===== config.mk =====
export PLATFORM = sky130hd
export DESIGN_NAME = ide_buffer_loader_flat
export DESIGN_NICKNAME = d
export VERILOG_FILES = /design/src/rtl/ide_pkg.sv /design/src/rtl/ide_buffer_loader_if.sv /design/src/rtl/ide_buffer_loader.sv /design/src/flat_wrapper.sv
export SDC_FILE = /design/constraint.sdc
export NUM_CORES = 1
export LEC_CHECK = 0
export CAP_MARGIN = 5
export CELL_PAD_IN_SITES_DETAIL_PLACEMENT = 1
export CELL_PAD_IN_SITES_GLOBAL_PLACEMENT = 1
export CORE_MARGIN = 3
export CORE_UTILIZATION = 35
export CTS_CLUSTER_SIZE = 30
export DETAILED_ROUTE_END_ITERATION = 8
export GPL_ROUTABILITY_DRIVEN = 0
export HOLD_SLACK_MARGIN = 0.15
export PLACE_DENSITY = 0.8
export SLEW_MARGIN = 20
export SYNTH_ARGS = -nofsm -noshare
export SYNTH_HDL_FRONTEND = slang
export SYNTH_SLANG_ARGS = --single-unit
export TNS_END_PERCENT = 50

===== constraint.sdc =====
create_clock -name clk -period 2.9 [get_ports clk]
set_clock_uncertainty 0.05 [all_clocks]
set_input_delay 0.435 -clock clk [delete_from_list [all_inputs] [get_ports clk]]
set_output_delay 0.435 -clock clk [all_outputs]
set_load 0.05 [all_outputs]

===== src/rtl/ide_pkg.sv =====
// Shared IDE definitions: register offsets, buffer window select bit, loader state encoding.
package ide_pkg;

   localparam logic [3:0] IDE_REG_STATUS_IRQ = 4'h0;
   localparam logic [3:0] IDE_REG_IOCONTROL  = 4'h2;
   localparam logic [3:0] IDE_REG_IOPOS      = 4'h3;
   localparam logic [3:0] IDE_REG_STATUS     = 4'h4;
   localparam logic [3:0] IDE_REG_IOTARGET   = 4'h5;

   localparam int IDE_BUF_SEL_BIT = 9;

   typedef enum logic [2:0] {
      LD_IDLE,
      LD_FILL,
      LD_SET_CTRL,
      LD_SET_POS,
      LD_SET_TGT,
      LD_SET_STAT,
      LD_DONE
   } ld_state_t;

   // Register space sits below the buffer window, so the select bit is always 0 here.
   function automatic logic [9:0] ide_reg_addr(input logic [3:0] off);
      return {6'd0, off};
   endfunction

endpackage


===== src/rtl/ide_buffer_loader_if.sv =====
// Byte stream input plus the shared SRAM-style port of the IDE interface.
interface ide_buffer_loader_if;

   logic [7:0] src_data;
   logic       src_valid;
   logic       src_ready;
   logic       bus_req;
   logic       bus_gnt;
   logic [9:0] sram_a;
   logic [7:0] sram_d_out;
   logic       sram_cs;
   logic       sram_we;
   logic       sram_oe;

   modport master (
      input  src_data, src_valid, bus_gnt,
      output src_ready, bus_req, sram_a, sram_d_out, sram_cs, sram_we, sram_oe
   );

   modport slave (
      output src_data, src_valid, bus_gnt,
      input  src_ready, bus_req, sram_a, sram_d_out, sram_cs, sram_we, sram_oe
   );

endinterface


===== src/rtl/ide_buffer_loader.sv =====
// Fills the IDE data buffer from a byte stream, then programs iocontrol/iopos/iotarget and status.
// IDE_LOADER_IRQ_EN: final status write goes to the interrupting status offset instead of the silent one.
module ide_buffer_loader
   import ide_pkg::*;
(
   input  logic                       clk,
   input  logic                       reset_,
   input  logic                       start,
   input  logic [7:0]                 len_words,
   input  logic [7:0]                 stat_val,
   input  logic                       abort,
   output logic                       busy,
   output logic                       done,
   output logic                       aborted,
   ide_buffer_loader_if.master        bus
);

`ifdef IDE_LOADER_IRQ_EN
   localparam logic [3:0] STAT_OFF = IDE_REG_STATUS_IRQ;
`else
   localparam logic [3:0] STAT_OFF = IDE_REG_STATUS;
`endif

   ld_state_t  state;
   logic [7:0] len_q;
   logic [7:0] stat_q;
   logic [8:0] byte_idx;
   logic [8:0] last_idx;
   logic       wr_ok;
   logic       wr_fire;

   // 2*W-1 in 9 bits; len_q == 0 wraps to 511, i.e. W = 256.
   assign last_idx = {len_q, 1'b0} - 9'd1;
   assign wr_ok    = bus.bus_gnt & ~abort;

   assign bus.sram_oe = 1'b0;
   assign bus.bus_req = busy & (state != LD_DONE);

   // NOTE: every output gets a default first, so no path through the case can infer a latch.
   always_comb begin
      bus.src_ready  = 1'b0;
      bus.sram_cs    = 1'b0;
      bus.sram_we    = 1'b0;
      bus.sram_a     = '0;
      bus.sram_d_out = '0;
      wr_fire        = 1'b0;
      unique case (state)
         LD_FILL: if (bus.src_valid && wr_ok) begin
            bus.src_ready               = 1'b1;
            wr_fire                     = 1'b1;
            bus.sram_a[IDE_BUF_SEL_BIT] = 1'b1;
            bus.sram_a[8:0]             = byte_idx;
            bus.sram_d_out              = bus.src_data;
         end
         LD_SET_CTRL: if (wr_ok) begin
            wr_fire    = 1'b1;
            bus.sram_a = ide_reg_addr(IDE_REG_IOCONTROL);
         end
         LD_SET_POS: if (wr_ok) begin
            wr_fire    = 1'b1;
            bus.sram_a = ide_reg_addr(IDE_REG_IOPOS);
         end
         LD_SET_TGT: if (wr_ok) begin
            wr_fire        = 1'b1;
            bus.sram_a     = ide_reg_addr(IDE_REG_IOTARGET);
            bus.sram_d_out = len_q - 8'd1;
         end
         LD_SET_STAT: if (wr_ok) begin
            wr_fire        = 1'b1;
            bus.sram_a     = ide_reg_addr(STAT_OFF);
            bus.sram_d_out = stat_q;
         end
         default: ;
      endcase
      bus.sram_cs = wr_fire;
      bus.sram_we = wr_fire;
   end

   // NOTE: sequential state uses non-blocking assignments only, so every register sees pre-edge values.
   always_ff @(posedge clk or negedge reset_) begin
      if (!reset_) begin
         state    <= LD_IDLE;
         len_q    <= '0;
         stat_q   <= '0;
         byte_idx <= '0;
         busy     <= 1'b0;
         done     <= 1'b0;
         aborted  <= 1'b0;
      end else begin
         done    <= 1'b0;
         aborted <= 1'b0;
         unique case (state)
            LD_IDLE: if (start) begin
               len_q    <= len_words;
               stat_q   <= stat_val;
               byte_idx <= '0;
               busy     <= 1'b1;
               state    <= LD_FILL;
            end
            LD_DONE: begin
               busy  <= 1'b0;
               state <= LD_IDLE;
            end
            default: if (abort) begin
               busy    <= 1'b0;
               aborted <= 1'b1;
               state   <= LD_IDLE;
            end else if (wr_fire) begin
               unique case (state)
                  LD_FILL: begin
                     byte_idx <= byte_idx + 9'd1;
                     if (byte_idx == last_idx) state <= LD_SET_CTRL;
                  end
                  LD_SET_CTRL: state <= LD_SET_POS;
                  LD_SET_POS:  state <= LD_SET_TGT;
                  LD_SET_TGT:  state <= LD_SET_STAT;
                  LD_SET_STAT: begin
                     done  <= 1'b1;
                     state <= LD_DONE;
                  end
                  default: ;
               endcase
            end
         endcase
      end
   end

endmodule


===== src/flat_wrapper.sv =====
// flat-port wrapper written by rule: the top's interface ports become plain ports
module ide_buffer_loader_flat import ide_pkg::*;
  (clk, reset_, start, len_words, stat_val, abort, busy, done, aborted, bus_src_data, bus_src_valid, bus_bus_gnt, bus_src_ready, bus_bus_req, bus_sram_a, bus_sram_d_out, bus_sram_cs, bus_sram_we, bus_sram_oe);
  ide_buffer_loader_if bus_i ();
  input  logic clk;
  input  logic reset_;
  input  logic start;
  input  logic [7:0] len_words;
  input  logic [7:0] stat_val;
  input  logic abort;
  output logic busy;
  output logic done;
  output logic aborted;
  input wire logic [$bits(bus_i.src_data)-1:0] bus_src_data;
  input wire logic [$bits(bus_i.src_valid)-1:0] bus_src_valid;
  input wire logic [$bits(bus_i.bus_gnt)-1:0] bus_bus_gnt;
  output wire logic [$bits(bus_i.src_ready)-1:0] bus_src_ready;
  output wire logic [$bits(bus_i.bus_req)-1:0] bus_bus_req;
  output wire logic [$bits(bus_i.sram_a)-1:0] bus_sram_a;
  output wire logic [$bits(bus_i.sram_d_out)-1:0] bus_sram_d_out;
  output wire logic [$bits(bus_i.sram_cs)-1:0] bus_sram_cs;
  output wire logic [$bits(bus_i.sram_we)-1:0] bus_sram_we;
  output wire logic [$bits(bus_i.sram_oe)-1:0] bus_sram_oe;
  assign bus_i.src_data = bus_src_data;
  assign bus_i.src_valid = bus_src_valid;
  assign bus_i.bus_gnt = bus_bus_gnt;
  assign bus_src_ready = bus_i.src_ready;
  assign bus_bus_req = bus_i.bus_req;
  assign bus_sram_a = bus_i.sram_a;
  assign bus_sram_d_out = bus_i.sram_d_out;
  assign bus_sram_cs = bus_i.sram_cs;
  assign bus_sram_we = bus_i.sram_we;
  assign bus_sram_oe = bus_i.sram_oe;
  ide_buffer_loader u_core (.clk(clk), .reset_(reset_), .start(start), .len_words(len_words), .stat_val(stat_val), .abort(abort), .busy(busy), .done(done), .aborted(aborted), .bus(bus_i));
endmodule

==> flow_metrics.env, run 1 <==
export IMPL_status="finished clean"
export IMPL_synth_warnings=0
export IMPL_syn_inst=238
export IMPL_grt_ovfl_total=0
export IMPL_syn_num_nets=272
export IMPL_r2r_cells=8
export IMPL_ys_flop_type="dfrtp_1"
export IMPL_placed_cells=355
export IMPL_drc=0
export IMPL_r2r_end="u_core.state[0]"
export IMPL_setup_viol=0
export IMPL_fin_ws_ns=0.132
export IMPL_worstHoldPathCells=1
export IMPL_fin_crit_ns=2.77
export IMPL_io_pins=56
export IMPL_avgViaCountPerCell=5.48
export IMPL_wl_per_cell_microns=18.2
export IMPL_synth_cell_types=45
export IMPL_max_slew_margin_pct=62.1
export IMPL_fillers=631
export IMPL_hold_buffers=0
export IMPL_dp_hpwl_mm=4.74
export IMPL_synth_seq_cells=31
export IMPL_ys_seq_area_share_pct=36.8
export IMPL_clk_path_buf_depth=2
export IMPL_wirelength_mm=6.62
export IMPL_hp_start="u_core.stat_q[3]"
export IMPL_layout_common_cells="33 x clkdlybuf4s50_1, 30 x dfrtp_1, 24 x nor2_1"
export IMPL_crit_start="u_core.len_q[1]"
export IMPL_cts_tree="done"
export IMPL_setup_worst_path_start_class="flop"
export IMPL_syn_area_sq_mm=0.00211
export IMPL_slew_violations=0
export IMPL_track_usage_pct=20.1
export IMPL_core_area_sq_mm=0.00568
export IMPL_diodes=0
export IMPL_hold_viol=0
export IMPL_crit_arrival_ns=2.28
export IMPL_min_path_type="reg -> reg"
export IMPL_die_x_microns=83.7
export IMPL_dieArea_sq_mm=0.00700
export IMPL_cap_violations=0
export IMPL_clk_pin_slew_ns=0.06
export IMPL_path_max_fanout=5
export IMPL_tns_ns=0
export IMPL_power_density_mw_per_mm2=785
export IMPL_post_place_ws_ns=0.160
export IMPL_min_to="u_core.stat_q[3]"
export IMPL_tightest_slew_ns=0.564
export IMPL_cts_sinks=31
export IMPL_antenna_found_initial=0
export IMPL_power_leakage_nw=1.24
export IMPL_rows=27
export IMPL_grt_pass1_wl_mm=11.4
export IMPL_rsz0062_at_grt="yes"
export IMPL_finalNetCount=325
export IMPL_htreeDepth=2
export IMPL_r2r_slack_ns=0.18
export IMPL_reg2reg_from="u_core.len_q[0]"
export IMPL_final_period_utilization_pct=95.4
export IMPL_hold_ws_ns=0.459
export IMPL_postRouteAntennaNets=0
export IMPL_die_h_microns=83.7
export IMPL_layoutNonFillerInstCount=363
export IMPL_io_buffers=54
export IMPL_synth_enable_flop_cells=0
export IMPL_drt_pass1_iterations=4
export IMPL_critical_path_required_ns=2.41
export IMPL_place_area_sq_mm=0.00294
export IMPL_grt_pass1_vias=2200
export IMPL_worstSetupEndpointType="output port"
export IMPL_fmax_ghz=0.361
export IMPL_fin_util_pct=54.0
export IMPL_avgSynthCellArea_sq_um=8.87
export IMPL_async_flop_share_pct=100
export IMPL_via_count=1991
export IMPL_initial_core_util_pct=37.2
export IMPL_p_total_mw=2.41
export IMPL_cts_made_buffers=5
export IMPL_grt_max_degree=32
export IMPL_layout_commonest_cell="clkdlybuf4s50_1"
export IMPL_syn_to_final_growth_pct=45.2
export IMPL_final_area_sq_mm=0.00307
export IMPL_vdd_drop_max_mv=0.429
export IMPL_path_class="reg -> out"
export IMPL_drt_initial_drc_count=107
export IMPL_insertion_delay_ns=0.28
export IMPL_drive_above_1_share_pct=23.7
export IMPL_root_buffer="clkbuf_8"
## worst max-delay path, stage by stage, from the launching register on
cell and delay [ns]:
dfrtp_1 0.43, or4_4 0.58, nor4_4 0.29, xnor2_1 0.16, o21ai_1 0.08, a22oi_1 0.21
nor2_2 0.10, buf_12 0.16
## cell families (layout without fill, tap and decap cells)
group	after synthesis	in the layout	share of synthesized area [%]
AO/OA/AOI/OAI	47	47	15.3
XOR/XNOR	19	19	9.31
adder cells (fa/ha/maj)	4	4	2.37
buffers and inverters	24	77	5.04
flip-flops	31	31	36.8
multiplexers	14	14	7.47
other	1	1	0.178
AND/OR/NAND/NOR	98	98	23.6
## synth_stat cells (2+ instances only)
cell type / instances / area, sq um
a21oi_1: 9 / 45.0
a22oi_1: 8 / 60.1
a31oi_1: 2 / 12.5
and2_1: 7 / 43.8
and3_1: 5 / 31.3
buf_4: 4 / 30.0
clkbuf_1: 12 / 45.0
dfrtp_1: 31 / 776
ha_1: 4 / 50.1
inv_1: 7 / 26.3
mux2_2: 14 / 158
nand2_1: 21 / 78.8
nand2b_1: 2 / 12.5
nand3_1: 6 / 30.0
nand3b_1: 2 / 15.0
nand4_1: 4 / 25.0
nor2_1: 28 / 105
nor3_1: 9 / 45.0
o21ai_0: 16 / 80.1
o31ai_1: 3 / 22.5
o31ai_2: 2 / 25.0
or3_1: 2 / 12.5
or4_2: 2 / 17.5
xnor2_1: 8 / 70.1
xor2_1: 9 / 78.8
xor3_1: 2 / 47.6
## layer usage
layer | share of wire, % | GRT usage, %
met2 | 52 | 36.0
met3 | 3.3 | 3.75
met5 | 0 | 0
met4 | 2.9 | 7.31
met1 | 42 | 23.7
## registers in the layout, summed over array words and instances (netlist names)
| signal | flops |
|---|---|
| u_core.state | 3 |
| u_core.aborted | 1 |
| u_core.busy | 1 |
| u_core.len_q | 8 |
| u_core.byte_idx | 9 |
| u_core.stat_q | 8 |
| u_core.done | 1 |
## timing repair
action	4_1_cts	5_1_grt
hold endpoints to repair	0	0
setup buffers	0	1
setup endpoints to repair	2	3
pin swaps	0	3
gates resized for setup	5	4
## worst max path at each step
stage | end | slack [ns] | cells after the start
4_1_cts | bus_sram_d_out[7] | -0.03 | 7
3_5_place_dp | u_core.state[0] | 0.16 | 8
3_3_place_gp | u_core.state[0] | 0.26 | 8
5_1_grt | bus_sram_d_out[6] | -0.02 | 9
6_report | bus_sram_d_out[7] | 0.13 | 7
2_1_floorplan | bus_sram_a[0] | 0.1 | 6
## power breakdown
part           internal [mW]  total [mW]  switching (mW)
Sequential             0.581       0.806           0.224
Clock                  0.186       0.345           0.159
Combinational          0.557        1.26           0.699
Total                   1.32        2.41            1.08
## layout make-up
| cell class | count | area, sq um | share of cell area (%) |
|---|---|---|---|
| clock inverters | 1 | 5.00 | 0.163 |
| well taps | 72 | 90.1 | 2.94 |
| inverters | 7 | 26.3 | 0.857 |
| flip-flops and latches | 31 | 777 | 25.3 |
| multi-input cells | 183 | 1270 | 41.3 |
| repair buffers | 63 | 818 | 26.7 |
| clock buffers | 6 | 82.6 | 2.69 |
Power figures use the tool's default switching activity.
==> run 2: changes to the inputs <==
--- a/config.mk
+++ b/config.mk
@@ -10,11 +10,11 @@
 export CELL_PAD_IN_SITES_GLOBAL_PLACEMENT = 1
 export CORE_MARGIN = 3
 export CORE_UTILIZATION = 35
-export CTS_CLUSTER_SIZE = 30
+export CTS_CLUSTER_SIZE = 12
 export DETAILED_ROUTE_END_ITERATION = 8
 export GPL_ROUTABILITY_DRIVEN = 0
 export HOLD_SLACK_MARGIN = 0.15
-export PLACE_DENSITY = 0.8
+export PLACE_DENSITY_LB_ADDON = 0.25
 export SLEW_MARGIN = 20
 export SYNTH_ARGS = -nofsm -noshare
 export SYNTH_HDL_FRONTEND = slang
==> run 2 against run 1 <==
Register-to-register slack worse by 0.08 ns. Core utilization increased by 0.62 points. Sequential power about the same. Largest power group unchanged. Routed wire length about the same.
==> flow_metrics.env, run 2 (synthesis gave the netlist of run 1 again) <==
export IMPL_hp_start="u_core.stat_q[5]"
export IMPL_finalNetCount=329
export IMPL_cts_made_buffers=5
export IMPL_antenna_found_initial=0
export IMPL_path_class="reg -> reg"
export IMPL_r2r_end="u_core.state[0]"
export IMPL_worstSetupEndpointType="flop"
export IMPL_largest_reg_flops=9
export IMPL_r2r_slack_ns=0.1
export IMPL_die_x_microns=83.7
export IMPL_critical_path_required_ns=3.03
export IMPL_dieArea_sq_mm=0.00700
export IMPL_status="finished clean"
export IMPL_crit_arrival_ns=2.93
export IMPL_core_area_sq_mm=0.00568
export IMPL_grt_pass1_vias=2107
export IMPL_hold_viol=0
export IMPL_rsz0062_at_grt="no"
export IMPL_io_buffers=54
export IMPL_reg2reg_from="u_core.len_q[0]"
export IMPL_layout_commonest_cell="clkdlybuf4s50_1"
export IMPL_fin_crit_ns=2.80
export IMPL_drt_initial_drc_count=75
export IMPL_die_h_microns=83.7
export IMPL_r2r_cells=9
export IMPL_cap_violations=0
export IMPL_initial_core_util_pct=37.2
export IMPL_drt_pass1_iterations=4
export IMPL_top_register="u_core.byte_idx"
export IMPL_final_area_sq_mm=0.00310
export IMPL_clk_pin_slew_ns=0.07
export IMPL_power_density_mw_per_mm2=787
export IMPL_diodes=0
export IMPL_tightest_slew_ns=0.554
export IMPL_reg_top3="u_core.byte_idx (9), u_core.len_q (8), u_core.stat_q (8)"
export IMPL_min_to="u_core.stat_q[5]"
export IMPL_io_pins=56
export IMPL_grt_ovfl_total=0
export IMPL_dp_hpwl_mm=4.78
export IMPL_tns_ns=0
export IMPL_rows=27
export IMPL_wirelength_mm=6.62
export IMPL_min_path_type="reg -> reg"
export IMPL_setup_viol=0
export IMPL_drive_above_1_share_pct=25.0
export IMPL_root_buffer="clkbuf_8"
export IMPL_avgViaCountPerCell=5.40
export IMPL_track_usage_pct=19.4
export IMPL_cts_sinks=31
export IMPL_p_total_mw=2.44
export IMPL_drc=0
export IMPL_final_period_utilization_pct=96.6
export IMPL_max_slew_margin_pct=63.1
export IMPL_layout_common_cells="33 x clkdlybuf4s50_1, 29 x dfrtp_1, 24 x nor2_1"
export IMPL_via_count=1988
export IMPL_fmax_ghz=0.357
export IMPL_htreeDepth=2
export IMPL_path_max_fanout=4
export IMPL_slew_violations=0
export IMPL_power_leakage_nw=1.26
export IMPL_cts_tree="done"
export IMPL_wl_per_cell_microns=18.0
export IMPL_grt_max_degree=32
export IMPL_grt_pass1_wl_mm=10.9
export IMPL_insertion_delay_ns=0.29
export IMPL_worstHoldPathCells=1
export IMPL_place_area_sq_mm=0.00295
export IMPL_postRouteAntennaNets=0
export IMPL_clk_path_buf_depth=2
export IMPL_vdd_drop_max_mv=0.474
export IMPL_syn_to_final_growth_pct=46.9
export IMPL_setup_worst_path_start_class="flop"
-- run 2: worst max path at each step --
stage | endpoint | from | cells past startpoint
after detailed placement | u_core.state[0] | u_core.len_q[0] | 8
after floorplan | bus_sram_a[0] | u_core.state[2] | 6
after global placement | u_core.state[0] | u_core.len_q[0] | 8
final | u_core.state[0] | u_core.len_q[0] | 9
after global routing | bus_sram_d_out[6] | u_core.len_q[0] | 9
after CTS | bus_sram_d_out[7] | u_core.len_q[0] | 7
-- run 2: timing repair --
| action | CTS | global route |
|---|---|---|
| resized for setup | 4 | 8 |
| pin swaps | 0 | 5 |
| hold buffers | 0 | 0 |
| setup endpoints to repair | 3 | 3 |
| setup buffers | 0 | 4 |
-- run 2: report_power, final --
group          internal (mW)  total (mW)  switching, mW
clock                  0.168       0.343          0.174
combinational          0.592        1.29          0.696
sequential             0.582       0.809          0.227
-- run 2: layout make-up --
| cell class | instances | area [sq um] |
|---|---|---|
| Clock buffer | 7 | 76.3 |
| Clock inverter | 1 | 5.00 |
| Fill cell | 645 | 2570 |
| Inverter | 7 | 26.3 |
| Multi-Input combinational cell | 183 | 1280 |
| Sequential cell | 31 | 778 |
| Tap cell | 72 | 90.1 |
| Timing Repair Buffer | 67 | 848 |
-- run 2: through the flow --
| stage | std cells | utilization [%] | setup WS, ns | hold WS, ns |
|---|---|---|---|---|
| after floorplan | 238 | - | 0.0955 | 0.0894 |
| after global placement | 356 | 51.9 | 0.251 | 0.442 |
| after detailed placement | 356 | 51.9 | 0.117 | 0.447 |
| after CTS | 364 | 53.7 | -0.0241 | 0.463 |
| after global routing | 368 | 54.6 | 0.00145 | 0.490 |
| final | 368 | 54.6 | 0.0982 | 0.462 |
-- run 2: worst max-delay path: stages (launching register included) --
cell,delay (ns)
dfrtp_2,0.42
inv_1,0.12
ha_4,0.17
or3b_4,0.42
buf_4,0.16
xnor2_1,0.12
or4_4,0.50
a2111oi_4,0.40
nor3_1,0.09
a211o_1,0.24
-- run 2: layer usage --
layer / up-vias / share of wire [%] / global-route usage (%)
met3: 6 / 4.8 / 3.85
met5: - / 0 / 0
met2: 51 / 50 / 33.9
met1: 983 / 43 / 23.8
met4: 0 / 1.2 / 6.14
li1: 948 / - / -
